`src/rtl/jtpang_pkg.sv`:
```
// Shared types and helpers for the jtpang SDRAM bank read arbiter.
// Latency: n/a (declarations only).
// Backpressure: n/a.
package jtpang_pkg;

    // Arbiter FSM: wait for a miss, hold the bank request, collect the burst.
    typedef enum logic [1:0] {
        IDLE = 2'd0,
        REQ  = 2'd1,
        DATA = 2'd2
    } arb_state_e;

    localparam int BANK_AW = 22;

    // Client data widths the cache layout can serve.
    function automatic bit dw_valid(input int dw);
        return (dw == 8) || (dw == 16) || (dw == 32);
    endfunction

    // Number of 16-bit SDRAM words per fill.
    function automatic int burst_len(input int dw);
        return (dw == 32) ? 2 : 1;
    endfunction

endpackage

```
`src/rtl/jtpang_rr_pick.sv`:
```
// Round-robin selector: first request at or after the pointer, wrapping at N-1.
// Latency: purely combinational.
// Backpressure: none; the caller decides when the grant is consumed.
module jtpang_rr_pick #(
    parameter int N  = 4,
    parameter int IW = 2
) (
    input  logic [N-1:0]  req_i,
    input  logic [IW-1:0] ptr_i,
    output logic [N-1:0]  gnt_o,
    output logic [IW-1:0] idx_o
);

    int            pos;
    logic [IW-1:0] k;
    logic          found;

    // Walk the request vector starting at the pointer and keep the first hit.
    always_comb begin
        gnt_o = '0;
        idx_o = '0;
        found = 1'b0;
        pos   = 0;
        k     = '0;
        for (int i = 0; i < N; i++) begin
            pos = int'(ptr_i) + i;
            if (pos >= N) pos = pos - N;
            k = IW'(pos);
            if (!found && req_i[k]) begin
                found    = 1'b1;
                gnt_o[k] = 1'b1;
                idx_o    = k;
            end
        end
    end

endmodule

```
`src/rtl/jtpang_rom_arb.sv`:
```
// N-client SDRAM bank read arbiter with a one-entry tag/data cache per client.
// Latency: hits are combinational; a miss raises ba_rd one cycle after IDLE, ok the cycle after ba_rdy.
// Backpressure: ba_rd/ba_addr held until ba_ack; clients hold cs until ok. JTPANG_ROMARB_PRIO_EN gives client 0 fixed priority.
module jtpang_rom_arb
    import jtpang_pkg::*;
#(
    parameter int          CLIENTS = 4,
    parameter int          AW      = 20,
    parameter int          DW      = 16,
    parameter logic [21:0] BASE    = 22'h0
) (
    input  logic                  clk,
    input  logic                  rst_n,
    input  logic [CLIENTS-1:0]    cs,
    input  logic [CLIENTS*AW-1:0] addr,
    output logic [CLIENTS-1:0]    ok,
    output logic [CLIENTS*DW-1:0] dout,
    output logic [21:0]           ba_addr,
    output logic                  ba_rd,
    input  logic                  ba_ack,
    input  logic                  ba_dst,
    input  logic                  ba_dok,
    input  logic                  ba_rdy,
    input  logic [15:0]           data_read
);

    localparam int GW    = $clog2(CLIENTS);
    // An unsupported width falls back to single-word fills.
    localparam int WORDS = dw_valid(DW) ? burst_len(DW) : 1;

    arb_state_e                          state_q, state_d;
    logic [GW-1:0]                       grant_q;
    logic [GW-1:0]                       rr_q;
    logic [GW-1:0]                       rr_nxt;
    logic [CLIENTS-1:0]                  valid_q;
    logic [CLIENTS-1:0][AW-1:0]          tag_q;
    logic [CLIENTS-1:0][WORDS*16-1:0]    data_q;
    logic                                wcnt_q;
    logic                                widx;
    logic                                ba_rd_q;
    logic [21:0]                         ba_addr_q;

    logic                                busy;
    logic [CLIENTS-1:0]                  hit;
    logic [CLIENTS-1:0]                  miss;
    logic [CLIENTS-1:0]                  pick_oh;
    logic [GW-1:0]                       pick_idx;
    logic [GW-1:0]                       sel_idx;
    logic                                sel_vld;
    logic [AW-1:0]                       sel_addr;
    logic [21:0]                         sel_wa;

    assign busy    = (state_q != IDLE);
    assign ba_rd   = ba_rd_q;
    assign ba_addr = ba_addr_q;
    assign ok      = hit;

    // Per-client cache lookup and data presentation.
    for (genvar k = 0; k < CLIENTS; k++) begin : g_client
        // The client being filled is never counted as a miss again.
        assign hit[k]  = cs[k] & valid_q[k] & (tag_q[k] == addr[k*AW +: AW]);
        assign miss[k] = cs[k] & ~hit[k] & ~(busy & (grant_q == GW'(k)));

        if (DW == 8) begin : g_dw8
            assign dout[k*DW +: DW] = addr[k*AW] ? data_q[k][15:8] : data_q[k][7:0];
        end else if (DW == 32) begin : g_dw32
            assign dout[k*DW +: DW] = data_q[k];
        end else begin : g_dw16
            assign dout[k*DW +: DW] = data_q[k][15:0];
        end
    end

    jtpang_rr_pick #(
        .N  (CLIENTS),
        .IW (GW)
    ) u_pick (
        .req_i (miss),
        .ptr_i (rr_q),
        .gnt_o (pick_oh),
        .idx_o (pick_idx)
    );

    // Choose the client to serve next and translate its address to bank words.
    always_comb begin
        sel_vld = |pick_oh;
        sel_idx = pick_idx;
`ifdef JTPANG_ROMARB_PRIO_EN
        if (miss[0]) sel_idx = '0;
`endif
        sel_addr = addr[int'(sel_idx)*AW +: AW];
        sel_wa   = 22'(sel_addr);
        if (DW == 8)       sel_wa = sel_wa >> 1;
        else if (DW == 32) sel_wa = sel_wa << 1;
    end

    // Burst word slot: ba_dst restarts at word 0, otherwise follow the counter.
    assign widx   = ba_dst ? 1'b0 : wcnt_q;
    assign rr_nxt = (grant_q == GW'(CLIENTS-1)) ? '0 : grant_q + 1'b1;

    // FSM next state.
    always_comb begin
        state_d = state_q;
        case (state_q)
            IDLE:    if (sel_vld) state_d = REQ;
            REQ:     if (ba_ack)  state_d = DATA;
            DATA:    if (ba_rdy)  state_d = IDLE;
            default:              state_d = IDLE;
        endcase
    end

    // Grant latching, bank handshake and cache fill.
    always_ff @(posedge clk) begin
        if (!rst_n) begin
            state_q   <= IDLE;
            grant_q   <= '0;
            rr_q      <= '0;
            valid_q   <= '0;
            tag_q     <= '0;
            data_q    <= '0;
            wcnt_q    <= 1'b0;
            ba_rd_q   <= 1'b0;
            ba_addr_q <= '0;
        end else begin
            state_q <= state_d;
            case (state_q)
                IDLE: begin
                    if (sel_vld) begin
                        grant_q          <= sel_idx;
                        tag_q[sel_idx]   <= sel_addr;
                        valid_q[sel_idx] <= 1'b0;
                        ba_rd_q          <= 1'b1;
                        ba_addr_q        <= BASE + sel_wa;
                        wcnt_q           <= 1'b0;
                    end
                end
                REQ: begin
                    if (ba_ack) ba_rd_q <= 1'b0;
                end
                DATA: begin
                    if (ba_dok) begin
                        if (WORDS == 2 && widx) data_q[grant_q][WORDS*16-1 -: 16] <= data_read;
                        else                    data_q[grant_q][15:0]             <= data_read;
                        wcnt_q <= ~widx;
                    end
                    if (ba_rdy) begin
                        valid_q[grant_q] <= 1'b1;
`ifdef JTPANG_ROMARB_PRIO_EN
                        if (grant_q != '0) rr_q <= rr_nxt;
`else
                        rr_q <= rr_nxt;
`endif
                    end
                end
                default: ba_rd_q <= 1'b0;
            endcase
        end
    end

endmodule

```
`config.mk`:
```
export PLATFORM = sky130hd
export DESIGN_NAME = jtpang_rom_arb
export DESIGN_NICKNAME = d
export VERILOG_FILES = /design/src/rtl/jtpang_pkg.sv /design/src/rtl/jtpang_rr_pick.sv /design/src/rtl/jtpang_rom_arb.sv
export SDC_FILE = /design/constraint.sdc
export NUM_CORES = 1
export LEC_CHECK = 0
export CAP_MARGIN = 20
export CORE_ASPECT_RATIO = 1.25
export CORE_MARGIN = 2
export CORE_UTILIZATION = 25
export DETAILED_ROUTE_END_ITERATION = 7
export HOLD_SLACK_MARGIN = 0.02
export PLACE_DENSITY = 0.48
export SLEW_MARGIN = 20
export SYNTH_ARGS = -nofsm -noshare
export SYNTH_HDL_FRONTEND = slang
export SYNTH_HIERARCHICAL = 1
export SYNTH_SLANG_ARGS = --single-unit
```
`constraint.sdc`:
```
create_clock -name clk -period 5.47 [get_ports clk]
set_input_delay 1.3675 -clock clk [delete_from_list [all_inputs] [get_ports clk]]
set_output_delay 1.3675 -clock clk [all_outputs]
set_load 0.1 [all_outputs]
```
==> results of run 1 <==
[worst max path at each step]
stage                         from  depth (start not counted)         to
after detailed placement  addr[22]                         15  tag_q[20]
after CTS                 addr[22]                         15  tag_q[23]
after global placement    addr[22]                         14  tag_q[58]
after global routing      addr[22]                         16  tag_q[27]
final                     addr[22]                         14  tag_q[38]
after floorplan           addr[72]                          4      ok[3]
[final cells by class]
class / count / area, sq um
fillers: 3438 / 21800
flip-flops and latches: 175 / 3500
inverters: 9 / 33.8
clock buffers: 17 / 425
well taps: 423 / 529
clock inverters: 15 / 145
multi-input cells: 668 / 4760
repair buffers: 249 / 2490
[per-layer routing]
metal	share of wire (%)	wire length, um	up-vias
met2	50	14300	179
met4	2.2	635	0
met1	43	12500	3286
li1	-	-	3490
met5	0	0	-
met3	4.5	1280	22
[logic make-up (layout without fill, tap and decap cells)]
kind of cell               count (synthesis)  count (layout)
DFF                                      175             175
other                                      1               2
xor gates and xnor gates                  80              80
AOI/OAI and AO/OA                        142             142
buffers and inverters                     68             290
and+or+nand+nor                          348             348
muxes                                     87              87
adders and majority gates                  9               9
[what timing repair did]
item                       4_1_cts  5_1_grt
setup endpoints to repair        0       21
buffers inserted                 0        1
gates resized for setup          0        2
[metrics by stage]
step / TNS (ps) / cell area, sq um / hold slack [ps] / util [%] / total power [uW]
global route: 0 / 11900 / 479 / 35.3 / 5000
floorplan: 0 / 8610 / 448 / - / 2900
detailed placement: -27250 / 11300 / 457 / 33.6 / 3600
finish: 0 / 11900 / 462 / 35.3 / 4760
CTS: 0 / 11900 / 467 / 35.3 / 4830
global placement: -25630 / 11300 / 452 / 33.6 / 3580
[worst max-delay path: cells and delay by family]
kind | cells | cell delay [ps]
multiplexers | 3 | 1380
AND/OR/NAND/NOR | 5 | 1010
buffers and inverters | 3 | 880
AO/OA/AOI/OAI | 2 | 880
XOR/XNOR | 1 | 130
[power breakdown]
part           leakage [uW]  total, uW  switching, uW  internal (uW)
clock network      0.000279       1210            606            608
logic               0.00247       1980           1220            759
registers           0.00142       1560            110           1450
[layout by cell type (no fill, tap or decap), types with 9 or more instances in the layout]
cell type / count
sky130_fd_sc_hd__a21boi_0: 102
sky130_fd_sc_hd__a21boi_1: 9
sky130_fd_sc_hd__a22oi_1: 10
sky130_fd_sc_hd__buf_12: 12
sky130_fd_sc_hd__buf_4: 48
sky130_fd_sc_hd__clkbuf_16: 17
sky130_fd_sc_hd__clkdlybuf4s50_1: 188
sky130_fd_sc_hd__dfxtp_1: 175
sky130_fd_sc_hd__ha_1: 9
sky130_fd_sc_hd__inv_1: 9
sky130_fd_sc_hd__mux2i_1: 63
sky130_fd_sc_hd__mux4_2: 24
sky130_fd_sc_hd__nand2_1: 216
sky130_fd_sc_hd__nand3_1: 10
sky130_fd_sc_hd__nand4_1: 13
sky130_fd_sc_hd__nor2b_1: 68
sky130_fd_sc_hd__xnor2_1: 49
sky130_fd_sc_hd__xor2_1: 31
[sequential cells by signal (all words and copies together), names as in the netlist]
name and count:
ba_addr 20, ba_rd 1, dout 64, grant_q 2, rr_q 2, state_q 2, tag_q 80, valid_q 4
==> qor_table.md, run 1 <==
| Group | Result | Reported |
|:---|:---|:---|
| status | Outcome | complete, no violations |
| synthesis | Syn. warnings | 6 |
| critical path | Worst-path fanout max | 10 |
| timing | Worst clock skew | 10.7 ps |
| finish | Post-route non-filler standard cell count | 1556 |
| timing | Final count of hold timing violations | 0 |
| synthesis | Cell count after synthesis | 910 |
| timing | Worst Tran Pin Value | 1090 ps |
| clock network | Worst-skew pair later-pin latency | 440 ps |
| clock network | Clk sinks | 175 |
| timing | Finish-stage setup viols | 0 |
| floorplanning | Width of the chip | 170 um |
| drt | Average routed wire per standard cell | 18.5 um |
| synthesis | Area share of the largest cell type after synthesis | 40.8% |
| grt | Global-route layer with the greatest usage | met2 |
| timing | Final worst-path cycle share | 97.1% |
| timing | Final Worst Setup Slack | 160 ps |
| floorplanning | Core Region | 33700 sq um |
| synthesis | Largest family of logic cells by synthesized area | simple AND/OR/NAND/NOR gates |
| critical path | Nature of the critical path endpoint | flip-flop |
| synthesis | Simple-gate area share of the yosys netlist | 19.5% |
| synthesis | Area of the mapped netlist | 8590 sq um |
| synthesis | Fraction of synthesized area in multiplexers | 13.6% |
| grt | Global-route congestion overflow total | 0 |
| synthesis | Synth Area in Adders | 1.31% |
| clock network | Clock root buffer | sky130_fd_sc_hd__clkbuf_16 |
| drt | Router iterations before antenna repair | 5 |
| grt | Largest net degree at the start of global routing | 125 |
| floorplanning | Number of cell rows | 75 |
| clock network | CTS tree | done |
| synthesis | Area share of xor/xnor cells in the synthesized design | 8.16% |
| timing | RSZ-0062 raised after global routing | false |
| min path | Endpoint of the worst hold-timing path | dout[29] |
| placed design | IO buf count | 193 |
| grt | Global routing met1 resource utilization | 19.5% |
| synthesis | Sequential element share of the synthesized area | 40.8% |
| critical path | Critical path startpoint category | primary input |
| critical path | R2r worst-path depth | 12 |
| clock network | Number of buffers created by CTS | 17 |
| synthesis | Average instance area after synthesis | 9.43 sq um |
| synthesis | Post-synthesis cell type with the largest combined area | sky130_fd_sc_hd__dfxtp_1 |
| clock network | Maximum clock insertion buffer count | 2 |
| critical path | Endpoint of the worst-slack reg-to-reg timing path | tag_q[38] |
| synthesis | Number of synthesized register bits | 175 |
| min path | Beginning of the worst hold path | dout[29] |
| synthesis | Dominant register cell in the synthesized netlist | sky130_fd_sc_hd__dfxtp_1 |
| finish | Number of antenna diodes | 0 |
| run | Number of max-capacitance violations reported | 0 |
| clock network | Number of hold-repair buffers added at the cts stage | 0 |
| timing | Min Tclk post-route | 5310 ps |
| synthesis | Async S/R FF share, synth | 0% |
| grt | Met3 usage | 3.20% |
| critical path | Internal reg-to-reg setup slack | 1270 ps |
| critical path | Max incr delay on CP | 640 ps |
| finish | Area delta synth->final | 38.5% |
| synthesis | Share of the synthesized area in compound gates (AO/OA/AOI/OAI) | 12.3% |
| timing | Final Slew Violations | 0 |
| grt | Wire length of the first global-routing pass | 43200 um |
| synthesis | Top-count cell post-synth | sky130_fd_sc_hd__nand2_1 |
| synthesis | Synth area leaders | sky130_fd_sc_hd__dfxtp_1 (41%), sky130_fd_sc_hd__nand2_1 (9.4%), sky130_fd_sc_hd__a21boi_0 (8.9%), sky130_fd_sc_hd__mux2i_1 (7.3%), sky130_fd_sc_hd__mux4_2 (6.3%) |
| grt | Overall global routing resource usage | 16.1% |
| placed design | RePlAce Congestion | 0.806 |
| critical path | Cell chain of the critical path | clkdlybuf4s50_1 > xnor2_1 > buf_4 > nand3_1 > or4_1 > o31a_1 > mux4_2 > nor2b_1 > nor2_1 > o31ai_4 > buf_12 > mux4_2 > mux2i_1 > nor2b_1 |
| placed design | Cell count after placement | 1523 |
| drt | Number of violations reported at the end of detailed-routing iteration 0 | 363 |
| placed design | Post-Place Worst Slack | -342 ps |
| grt | Number of global-route vias before repair | 7090 |
| pwr | Static Leakage | 0.00417 uW |
| critical path | Type of the setup path with the least slack | primary input to flip-flop |
| finish | Ratio of cells with drive above 1 in the final layout | 11.2% |
| min path | Hold crit path type | flip-flop to flip-flop |
| finish | Nets | 1235 |
| synthesis | Number of enable flip-flop cells after synthesis | 0 |
| grt | Met2 usage in global routing | 28.6% |
| drt | Total via count in the routed design | 6977 |
| drt | Remaining number of nets flagged by the antenna check after routing | 0 |
| floorplanning | Die outline height | 211 um |
| grt | Number of antenna violations at the first check in global routing | 0 |
| synthesis | Commonest cells in the synthesized netlist | sky130_fd_sc_hd__nand2_1 (216), sky130_fd_sc_hd__dfxtp_1 (175), sky130_fd_sc_hd__a21boi_0 (102) |
| critical path | Crit path required time | 5800 ps |
| timing | Worst slew margin relative to its limit | 27.4% |
| floorplanning | Die Footprint | 35900 sq um |
| floorplanning | Effective utilization at floorplan | 25.5% |
| timing | Maximum clock frequency | 188 MHz |
| critical path | Worst EP arrival | 5640 ps |
| clock network | Clock slew at the register clock pins of the worst setup and hold paths | 70 ps |
| floorplanning | Top-level I/O count | 197 |
| pwr | Power per standard cell area | 400 nW/um^2 |
| critical path | Critical register-to-register path startpoint | tag_q[32] |
| clock network | Level count of the clock H-tree | 4 |
| drt | Post-route DRC violation count | 0 |
| min path | Worst hold path stage count | 2 |
| drt | Final routed wirelength across all metal layers | 28800 um |
| synthesis | Distinct cell type count after synthesis | 46 |
| pwr | Maximum vdd drop | 0.169 mV |
| drt | Via-per-instance ratio | 4.48 |
| placed design | Sum of net half-perimeters after detailed placement | 21900 um |
| critical path | Critical path's slowest cell | sky130_fd_sc_hd__mux4_2 |
Power figures use the tool's default switching activity.
==> run 2, diff against run 1 <==
Settings changed: CAP_MARGIN 20 to 15.
==> results of run 2 <==
The final DEF is identical to that of run 1; final timing and power are the same.
==> RTL edit: new RTL, settings of run 2 <==
Change the parameter `CLIENTS` from 4 to 8.
--- a/src/rtl/jtpang_rom_arb.sv
+++ b/src/rtl/jtpang_rom_arb.sv
@@ -5,5 +5,5 @@
     import jtpang_pkg::*;
 #(
-    parameter int          CLIENTS = 4,
+    parameter int          CLIENTS = 8,
     parameter int          AW      = 20,
     parameter int          DW      = 16,
Interface: changed (resized addr, cs, dout and ok); port bits go from 197 to 349. The function was not compared with the original's and may differ.
==> RTL edit against run 2 <==
The run now ends with negative setup slack left; synthesized area is 90% higher; sequential share of layout area decreased by 5.9 points; highest routed layer is now met5; power increased to 2.7 times the old value; wire length grew to 2.9 times the old value; critical path type unchanged; register-to-register slack worse by 1200 ps; worst setup slack got worse by 530 ps; clock power is 120% higher; sequential cell count up 150; design area increased by 130%; non-clock buffer count rose by 477; count of clock-buffer cells in the layout rose by 35.
==> RTL edit: results (changes against run 2) <==
[synth]
yosys-top-cells-count=325 x dfxtp_1, 275 x nand2_1, 227 x nor2_1
ys_seq_area_share_pct=39.9  ; -0.86 points
synth_cell_types=84  ; +83%
synthTopCellsByArea=dfxtp_1 40%, nand2_1 6.3%, nor2_1 5.2%

[clock_tree]
cts_made_buffers=38  ; +21
clk_latency_ps=560  ; +120 ps
htree_levels=2  ; -2
postCtsSetupRepairBufs=89  ; +89
post_cts_resize_count=602  ; +602

[hold_path]
min-delay-start=dout[65]

[global_routing]
use_met3_pct=6.02  ; +2.8 points
gr-usage-met2_pct=39.9  ; +11 points
grt_pass1_wl_mm=118  ; +170%

[timing]
setup_violations=193  ; +193
tns_ps=-48710  ; -48710 ps
fin_ws_ps=-367  ; -526 ps
skew_ps=25.4  ; +14.8 ps

[status]
status=complete, but fails checks
violations=negative setup slack

[cells_and_area]
largest_reg_flops=160  ; +100%

[routing]
highest_layer=met5

[power]
powerClk_w=0.00272  ; +120%
p_sw_share_pct=42.4  ; +1.6 points

[worst_setup_path]
path_max_fanout=7  ; -3
critPathArrivalTime_ps=6290  ; +650 ps

==> RTL edit: final cells by class <==
cell class                 count  area [um2]
sequential                   325        6510
inverter                      17        66.3
clock inverter                13         196
clock buffer                  52        1090
multi-input combinational   1448       11500
timing repair buffer         726        7240
tap                          848        1060
fill                        6325       36800
antenna                        1        2.50
==> RTL edit: logic make-up (layout without fill, tap and decap cells) <==
kind of cell | Yosys count | in the layout | share of synthesized area, %
AND/OR/NAND/NOR | 722 | 723 | 19.7
AO/OA/AOI/OAI | 446 | 449 | 17.8
flip-flops | 325 | 325 | 39.9
XOR/XNOR | 163 | 163 | 8.76
buffers and inverters | 154 | 808 | 4.64
multiplexers | 89 | 99 | 8.20
adder cells (fa/ha/maj) | 12 | 12 | 0.922
other | 1 | 3 | 0.0230
==> RTL edit: how the worst max path moves through the flow <==
stage / start / endpoint / slack (ps)
floorplan: addr[68] / tag_q[145] / -170
finish: addr[76] / tag_q[64] / -370
detailed placement: addr[66] / tag_q[129] / -1320
global route: addr[76] / tag_q[43] / -430
CTS: addr[105] / ba_addr[1] / -360
global placement: addr[75] / tag_q[69] / -1340
==> RTL edit: critical path, cell delays in order <==
cell       delay, ps
buf_6            100
xnor2_2          110
nand4_1          260
or4_4            620
o31a_4           340
mux4_2           520
buf_6            150
buf_6            110
mux2_4           280
a32o_1           220
a211o_1          270
a211o_1          330
or4_4            640
buf_6            160
o2111a_2         330
clkbuf_16        210
a211oi_2         230
==> RTL edit: per-stage QoR <==
| stage | util, % | hold slack (ps) |
|---|---|---|
| floorplan | - | 435 |
| CTS | 41.5 | 456 |
| detailed placement | 35.1 | 448 |
| finish | 42.9 | 454 |
| global route | 42.9 | 466 |
| global placement | 35.1 | 442 |
